### src/rtl/maxnet_engine_if.sv
// Handshake and result bundle for the MAXNET winner-take-all engine.
// The master side (requester) drives start/eps/x_in; the engine side returns status and results.
interface maxnet_engine_if #(
    parameter int N  = 4,
    parameter int W  = 16,
    parameter int IW = 8
);
    localparam int NW = $clog2(N);

    logic            start;
    logic [W-1:0]    eps;
    logic [N*W-1:0]  x_in;
    logic            busy;
    logic            done;
    logic [NW-1:0]   winner_idx;
    logic [W-1:0]    winner_val;
    logic [IW-1:0]   iter_count;
    logic            timeout;
    logic            no_winner;

    modport master (
        output start, eps, x_in,
        input  busy, done, winner_idx, winner_val, iter_count, timeout, no_winner
    );

    modport slave (
        input  start, eps, x_in,
        output busy, done, winner_idx, winner_val, iter_count, timeout, no_winner
    );
endinterface

### src/rtl/maxnet_engine.sv
// Fixed-point MAXNET engine: channels repeatedly inhibit each other through one shared
// multiplier until at most one survives or the iteration limit is reached.
module maxnet_engine #(
    parameter int N        = 4,
    parameter int W        = 16,
    parameter int FRAC     = 8,
    parameter int MAX_ITER = 255
) (
    input  logic             clk,
    input  logic             rst,
    maxnet_engine_if.slave   bus
);
    localparam int IW   = 8;
    localparam int KW   = $clog2(N);
    localparam int CW   = $clog2(N + 1);
    localparam int SW   = W + $clog2(N);
    localparam int PW   = W + SW;
    localparam int SUMW = PW + 1;
    localparam logic [KW-1:0]          K_LAST = KW'(N - 1);
    localparam logic signed [SUMW-1:0] XMAX   = SUMW'((2 ** (W - 1)) - 1);

    typedef enum logic [2:0] {IDLE, LOAD, CHECK, SUM, UPDATE, DONE} state_t;

    state_t                 state;
    logic signed [W-1:0]    x [N];
    logic signed [W-1:0]    eps_r;
    logic signed [SW-1:0]   s;
    logic [KW-1:0]          k;
    logic                   busy_r;
    logic                   done_r;
    logic [KW-1:0]          winner_idx_r;
    logic [W-1:0]           winner_val_r;
    logic [IW-1:0]          iter_r;
    logic                   timeout_r;
    logic                   no_winner_r;

    logic signed [W-1:0]    xk;
    logic signed [SW-1:0]   d;
    logic signed [PW-1:0]   prod;
    logic signed [PW-1:0]   p;
    logic signed [SUMW-1:0] sum;
    logic signed [W-1:0]    x_next;
    logic [CW-1:0]          nz;
    logic [KW-1:0]          best_idx;
    logic signed [W-1:0]    best_val;

    // Update datapath for channel k; the shift floors toward minus infinity.
    always_comb begin
        xk   = x[k];
        d    = s - SW'(xk);
        prod = PW'(eps_r) * PW'(d);
        p    = prod >>> FRAC;
        sum  = SUMW'(xk) + SUMW'(p);
        if (sum < 0)
            x_next = '0;
        else if (sum > XMAX)
            x_next = XMAX[W-1:0];
        else
            x_next = sum[W-1:0];
    end

    // Strict greater-than keeps the lowest index on ties; all-zero yields index 0.
    always_comb begin
        nz       = '0;
        best_idx = '0;
        best_val = '0;
        for (int i = 0; i < N; i++) begin
            if (x[i] != '0)
                nz = nz + CW'(1);
            if (x[i] > best_val) begin
                best_val = x[i];
                best_idx = KW'(i);
            end
        end
    end

    always_ff @(posedge clk or posedge rst) begin
        if (rst) begin
            state        <= IDLE;
            eps_r        <= '0;
            s            <= '0;
            k            <= '0;
            busy_r       <= 1'b0;
            done_r       <= 1'b0;
            winner_idx_r <= '0;
            winner_val_r <= '0;
            iter_r       <= '0;
            timeout_r    <= 1'b0;
            no_winner_r  <= 1'b0;
            for (int i = 0; i < N; i++)
                x[i] <= '0;
        end else begin
            case (state)
                IDLE: begin
                    if (bus.start) begin
                        eps_r  <= bus.eps;
                        for (int i = 0; i < N; i++)
                            x[i] <= bus.x_in[i*W +: W];
                        busy_r <= 1'b1;
                        state  <= LOAD;
                    end
                end
                LOAD: begin
                    for (int i = 0; i < N; i++)
                        if (x[i][W-1])
                            x[i] <= '0;
                    iter_r       <= '0;
                    timeout_r    <= 1'b0;
                    no_winner_r  <= 1'b0;
                    winner_idx_r <= '0;
                    winner_val_r <= '0;
                    state        <= CHECK;
                end
                CHECK: begin
                    // Results are registered here so they are valid alongside the done pulse.
                    if (nz <= CW'(1) || iter_r == IW'(MAX_ITER)) begin
                        done_r       <= 1'b1;
                        busy_r       <= 1'b0;
                        winner_idx_r <= best_idx;
                        winner_val_r <= best_val;
                        no_winner_r  <= (nz == '0);
                        timeout_r    <= (nz > CW'(1));
                        state        <= DONE;
                    end else begin
                        s     <= '0;
                        k     <= '0;
                        state <= SUM;
                    end
                end
                SUM: begin
                    s <= s + SW'(xk);
                    if (k == K_LAST) begin
                        k     <= '0;
                        state <= UPDATE;
                    end else begin
                        k <= k + KW'(1);
                    end
                end
                UPDATE: begin
                    x[k] <= x_next;
                    if (k == K_LAST) begin
                        k      <= '0;
                        iter_r <= iter_r + IW'(1);
                        state  <= CHECK;
                    end else begin
                        k <= k + KW'(1);
                    end
                end
                DONE: begin
                    done_r <= 1'b0;
                    state  <= IDLE;
                end
                default: state <= IDLE;
            endcase
        end
    end

    assign bus.busy       = busy_r;
    assign bus.done       = done_r;
    assign bus.winner_idx = winner_idx_r;
    assign bus.winner_val = winner_val_r;
    assign bus.iter_count = iter_r;
    assign bus.timeout    = timeout_r;
    assign bus.no_winner  = no_winner_r;
endmodule

### src/flat_wrapper.sv
// flat-port wrapper written by rule: the top's interface ports become plain ports
module maxnet_engine_flat 
#(
    parameter int N        = 4,
    parameter int W        = 16,
    parameter int FRAC     = 8,
    parameter int MAX_ITER = 255
)
  (clk, rst, bus_start, bus_eps, bus_x_in, bus_busy, bus_done, bus_winner_idx, bus_winner_val, bus_iter_count, bus_timeout, bus_no_winner);
  maxnet_engine_if #(.N(N), .W(W), .IW(8)) bus_i ();
  input  logic clk;
  input  logic rst;
  input wire logic [$bits(bus_i.start)-1:0] bus_start;
  input wire logic [$bits(bus_i.eps)-1:0] bus_eps;
  input wire logic [$bits(bus_i.x_in)-1:0] bus_x_in;
  output wire logic [$bits(bus_i.busy)-1:0] bus_busy;
  output wire logic [$bits(bus_i.done)-1:0] bus_done;
  output wire logic [$bits(bus_i.winner_idx)-1:0] bus_winner_idx;
  output wire logic [$bits(bus_i.winner_val)-1:0] bus_winner_val;
  output wire logic [$bits(bus_i.iter_count)-1:0] bus_iter_count;
  output wire logic [$bits(bus_i.timeout)-1:0] bus_timeout;
  output wire logic [$bits(bus_i.no_winner)-1:0] bus_no_winner;
  assign bus_i.start = bus_start;
  assign bus_i.eps = bus_eps;
  assign bus_i.x_in = bus_x_in;
  assign bus_busy = bus_i.busy;
  assign bus_done = bus_i.done;
  assign bus_winner_idx = bus_i.winner_idx;
  assign bus_winner_val = bus_i.winner_val;
  assign bus_iter_count = bus_i.iter_count;
  assign bus_timeout = bus_i.timeout;
  assign bus_no_winner = bus_i.no_winner;
  maxnet_engine #(.N(N), .W(W), .FRAC(FRAC), .MAX_ITER(MAX_ITER)) u_core (.clk(clk), .rst(rst), .bus(bus_i));
endmodule
### config.mk
export PLATFORM = sky130hd
export DESIGN_NAME = maxnet_engine_flat
export DESIGN_NICKNAME = d
export VERILOG_FILES = /design/src/rtl/maxnet_engine_if.sv /design/src/rtl/maxnet_engine.sv /design/src/flat_wrapper.sv
export SDC_FILE = /design/constraint.sdc
export NUM_CORES = 1
export LEC_CHECK = 0
export BUFFER_PORTS_ARGS = -buffer_cell sky130_fd_sc_hd__buf_2
export CAP_MARGIN = 20
export CORE_UTILIZATION = 40
export CTS_BUF_LIST = sky130_fd_sc_hd__clkbuf_8 sky130_fd_sc_hd__clkbuf_16
export CTS_CLUSTER_DIAMETER = 40
export DETAILED_ROUTE_END_ITERATION = 12
export MAX_ROUTING_LAYER = met4
export PLACE_DENSITY_LB_ADDON = 0.1
export SYNTH_ARGS = -nofsm -noshare
export SYNTH_HDL_FRONTEND = slang
export SYNTH_SLANG_ARGS = --single-unit
### constraint.sdc
create_clock -name clk -period 21.6 [get_ports clk]
set_clock_uncertainty 0.05 [all_clocks]
set_input_delay 4.32 -clock clk [delete_from_list [all_inputs] [get_ports clk]]
set_output_delay 4.32 -clock clk [all_outputs]
set_load 0.05 [all_outputs]
==> flow_summary.yaml <==
synth:
  ys_ff_latch: 133
  synth-edff-count: 0
  synth_cell_types: 80
  synth_ff_type: "dfrtp_1"
  yosysWarnings: 0
  synth_area_sq_mm: 0.02344
  async_flop_share_pct: 100.0
  syn_inst: 2783
  ys_seq_area_share_pct: 14.20
  synth.avg_cell_area_sq_um: 8.424
  syn_nets: 3355
layout:
  area_growth_pct: 8.294
  fin_nets: 3381
  num_antenna_cells: 0
  drive_above_1_share_pct: 9.603
  fillers: 5787
clock_tree:
  clkSlewWorstSetupHoldPaths_ns: 0.07
  post-cts-setup-buffers: 0
  worstSkewPairLatency_ns: 0.49
  cts-resized-gates: 0
  cts_buffers: 17
  hold_buffers: 0
  tritoncts: "yes"
  clockBufferDepth: 2
  cts.htree.levels: 4
  numClockSinks: 133
  cts.root.buffer_cell: "clkbuf_16"
critical_path:
  critPathMaxStageDelay_ns: 1.05
  crit_path_end_kind: "flip-flop"
  startpoint: "u_core.k[0]"
  critical_path_class: "flip-flop to flip-flop"
  arrival_ns: 14.10
  reg2reg_slack_ns: 7.81
  worstPathMaxFanout: 21
  crit_required_ns: 21.91
  r2r_cells: 45
  slowest_stage: "dfrtp_1"
  crit_top_cell: "fa_1"
  startpoint_type: "flip-flop"
  r2r-start: "u_core.k[0]"
placement:
  dp_hpwl_microns: 60280
  io_buffer_count: 112
  gp_congestion: 0.9126
run:
  drv_cap: 0
sta:
  rsz0062_at_grt: "false"
  timing.final.crit_share_pct: 63.85
  fmax_ghz: 0.07251
  fin_tns_setup_ns: 0
  setup_viol_count_final: 0
  worst_pin_slew_ns: 1.152
  maxSlewViolCount: 0
  max_slew_margin_pct: 22.40
  hold_viol: 0
  layout_min_cycle_time_ns: 13.79
global_route:
  gr-total-overflow: 0
  grt_usage_pct: 27.52
  grt_pass1_wl_microns: 123000
  grt_max_degree: 87
  antenna_found_initial: 1
  grt_pass1_vias: 20930
drt:
  viasPerCell: 5.660
  routed-wl-met3_microns: 4516
  wl_met1_microns: 34330
  first_iter_violations: 1328
  dr_wl_met2_microns: 35460
  drtPass1Iterations: 5
  avgRoutedWirePerCell_microns: 21.43
  vias: 20300
  topRoutingLayerUsed: "met4"
  drc_errors: 0
  ant_nets: 0
  drt_wl_total_microns: 76870
min_path:
  hp-start: "u_core.bus.winner_idx[0]"
  worstHoldPathCells: 2
  hold_class: "flip-flop to flip-flop"
floorplanning:
  core.rowCount: 88
  start_util_pct: 40.56
  coreArea_sq_mm: 0.05781
  die_h_microns: 244.1
  die-area_sq_mm: 0.05958
  die_w_microns: 244.1
  ios: 113
outcome:
  status: "complete, no violations"
## final timing paths
path,to
worst max-delay path,u_core.x[30]
worst min-delay path,u_core.bus.winner_idx[0]
worst max register to register,u_core.x[30]
worst min register to register,u_core.bus.winner_idx[0]
max in group asynchronous,u_core.eps_r[11]
min in group asynchronous,u_core.state[1]
## worst max-delay path, delay by kind of cell, from the launching register on
family | cells | cell delay [ns]
mux | 1 | 0.44
fa+ha+maj | 10 | 4.29
xor+xnor | 2 | 0.23
simple gates | 7 | 1.83
compound gates | 17 | 4.85
buf+inv | 8 | 0.92
flops | 1 | 1.05
## synthesized netlist by cell type (all sizes together), types with 4 or more instances
master / instances / area share [%]
nor3b: 16 / 0.51
and2: 122 / 3.3
xor2: 27 / 1.0
nand4: 18 / 0.48
buf: 20 / 0.38
o41ai: 7 / 0.26
a2111oi: 4 / 0.15
o221ai: 46 / 1.7
a22o: 5 / 0.19
a221o: 6 / 0.26
a211o: 10 / 0.37
o31ai: 10 / 0.32
a21o: 60 / 1.9
a21oi: 110 / 2.4
clkbuf: 132 / 2.1
mux4: 16 / 1.5
mux2: 26 / 1.2
a32oi: 22 / 0.82
nor2b: 35 / 0.93
o21bai: 10 / 0.32
a21boi: 4 / 0.13
ha: 203 / 11
or2: 9 / 0.24
o21ai: 102 / 2.2
o211ai: 9 / 0.29
inv: 408 / 6.5
and3: 13 / 0.35
and4: 4 / 0.15
nor2: 137 / 2.2
nand3: 66 / 1.4
nand2: 341 / 5.5
fa: 286 / 24
mux2i: 6 / 0.26
or3: 7 / 0.19
a211oi: 11 / 0.35
o22ai: 18 / 0.48
o21a: 24 / 0.77
nand2b: 35 / 0.93
nor3: 84 / 1.8
a22oi: 19 / 0.61
nor4: 37 / 1.3
a31o: 5 / 0.19
a31oi: 20 / 0.53
xnor2: 63 / 2.4
dfrtp: 133 / 14
## final cells by class
class | instances | area (sq um) | area share [%]
clock buffers | 18 | 439.2 | 1.730
clock inverters | 14 | 118.9 | 0.4682
inverters | 409 | 1540 | 6.066
multi-input cells | 2089 | 18060 | 71.14
flip-flops and latches | 133 | 3328 | 13.11
well taps | 765 | 957.2 | 3.770
repair buffers | 159 | 944.7 | 3.721
## kinds of logic after synthesis
kind of cell	share of synthesized area [%]
XOR/XNOR	3.394
multiplexers	3.042
flip-flops	14.20
AND/OR/NAND/NOR	19.68
buffers and inverters	9.051
other	0.01599
adder cells (fa/ha/maj)	35.25
AO/OA/AOI/OAI	15.36
## per-stage QoR
stage | instance area (sq um) | std cells | hold slack [ns] | worst slack, ns | util (%)
after floorplan | 23450 | 2783 | 0.4434 | 9.915 | -
after global placement | 24770 | 3551 | 0.4343 | 7.925 | 42.85
after detailed placement | 24800 | 3553 | 0.4389 | 7.811 | 42.90
after CTS | 25350 | 3585 | 0.4573 | 7.724 | 43.86
after global routing | 25390 | 3587 | 0.4814 | 6.940 | 43.92
final | 25390 | 3587 | 0.4483 | 7.808 | 43.92
## layer usage
metal | vias to the layer above | global-route usage, %
met5 | - | -
met2 | 711 | 42.70
met3 | 148 | 3.665
li1 | 9342 | -
met1 | 10100 | 37.05
met4 | 0 | 9.044
## sequential cells by signal, summed over array words and instances (netlist names)
register	count
u_core.x	64
u_core.bus.timeout	1
u_core.bus.no_winner	1
u_core.k	2
u_core.bus.winner_val	16
u_core.bus.winner_idx	2
u_core.bus.done	1
u_core.eps_r	16
u_core.s	18
u_core.state	3
u_core.bus.iter_count	8
u_core.bus.busy	1
## placed cells by master, fill, tap and decap left out, drive strengths merged, types with 19 or more instances in the layout
| cell type | count |
|---|---|
| inv | 416 |
| nand2 | 341 |
| fa | 286 |
| ha | 203 |
| buf | 159 |
| nor2 | 137 |
| dfrtp | 133 |
| and2 | 122 |
| a21oi | 110 |
| o21ai | 102 |
| nor3 | 84 |
| nand3 | 66 |
| xnor2 | 63 |
| a21o | 60 |
| o221ai | 46 |
| nor4 | 37 |
| nor2b | 35 |
| nand2b | 35 |
| xor2 | 27 |
| mux2 | 26 |
| o21a | 24 |
| a32oi | 22 |
| a31oi | 20 |
| a22oi | 19 |
Power is left out: the tool's default activity adds up to more than one toggle a clock period on the data nets, which glitch-free logic cannot reach.
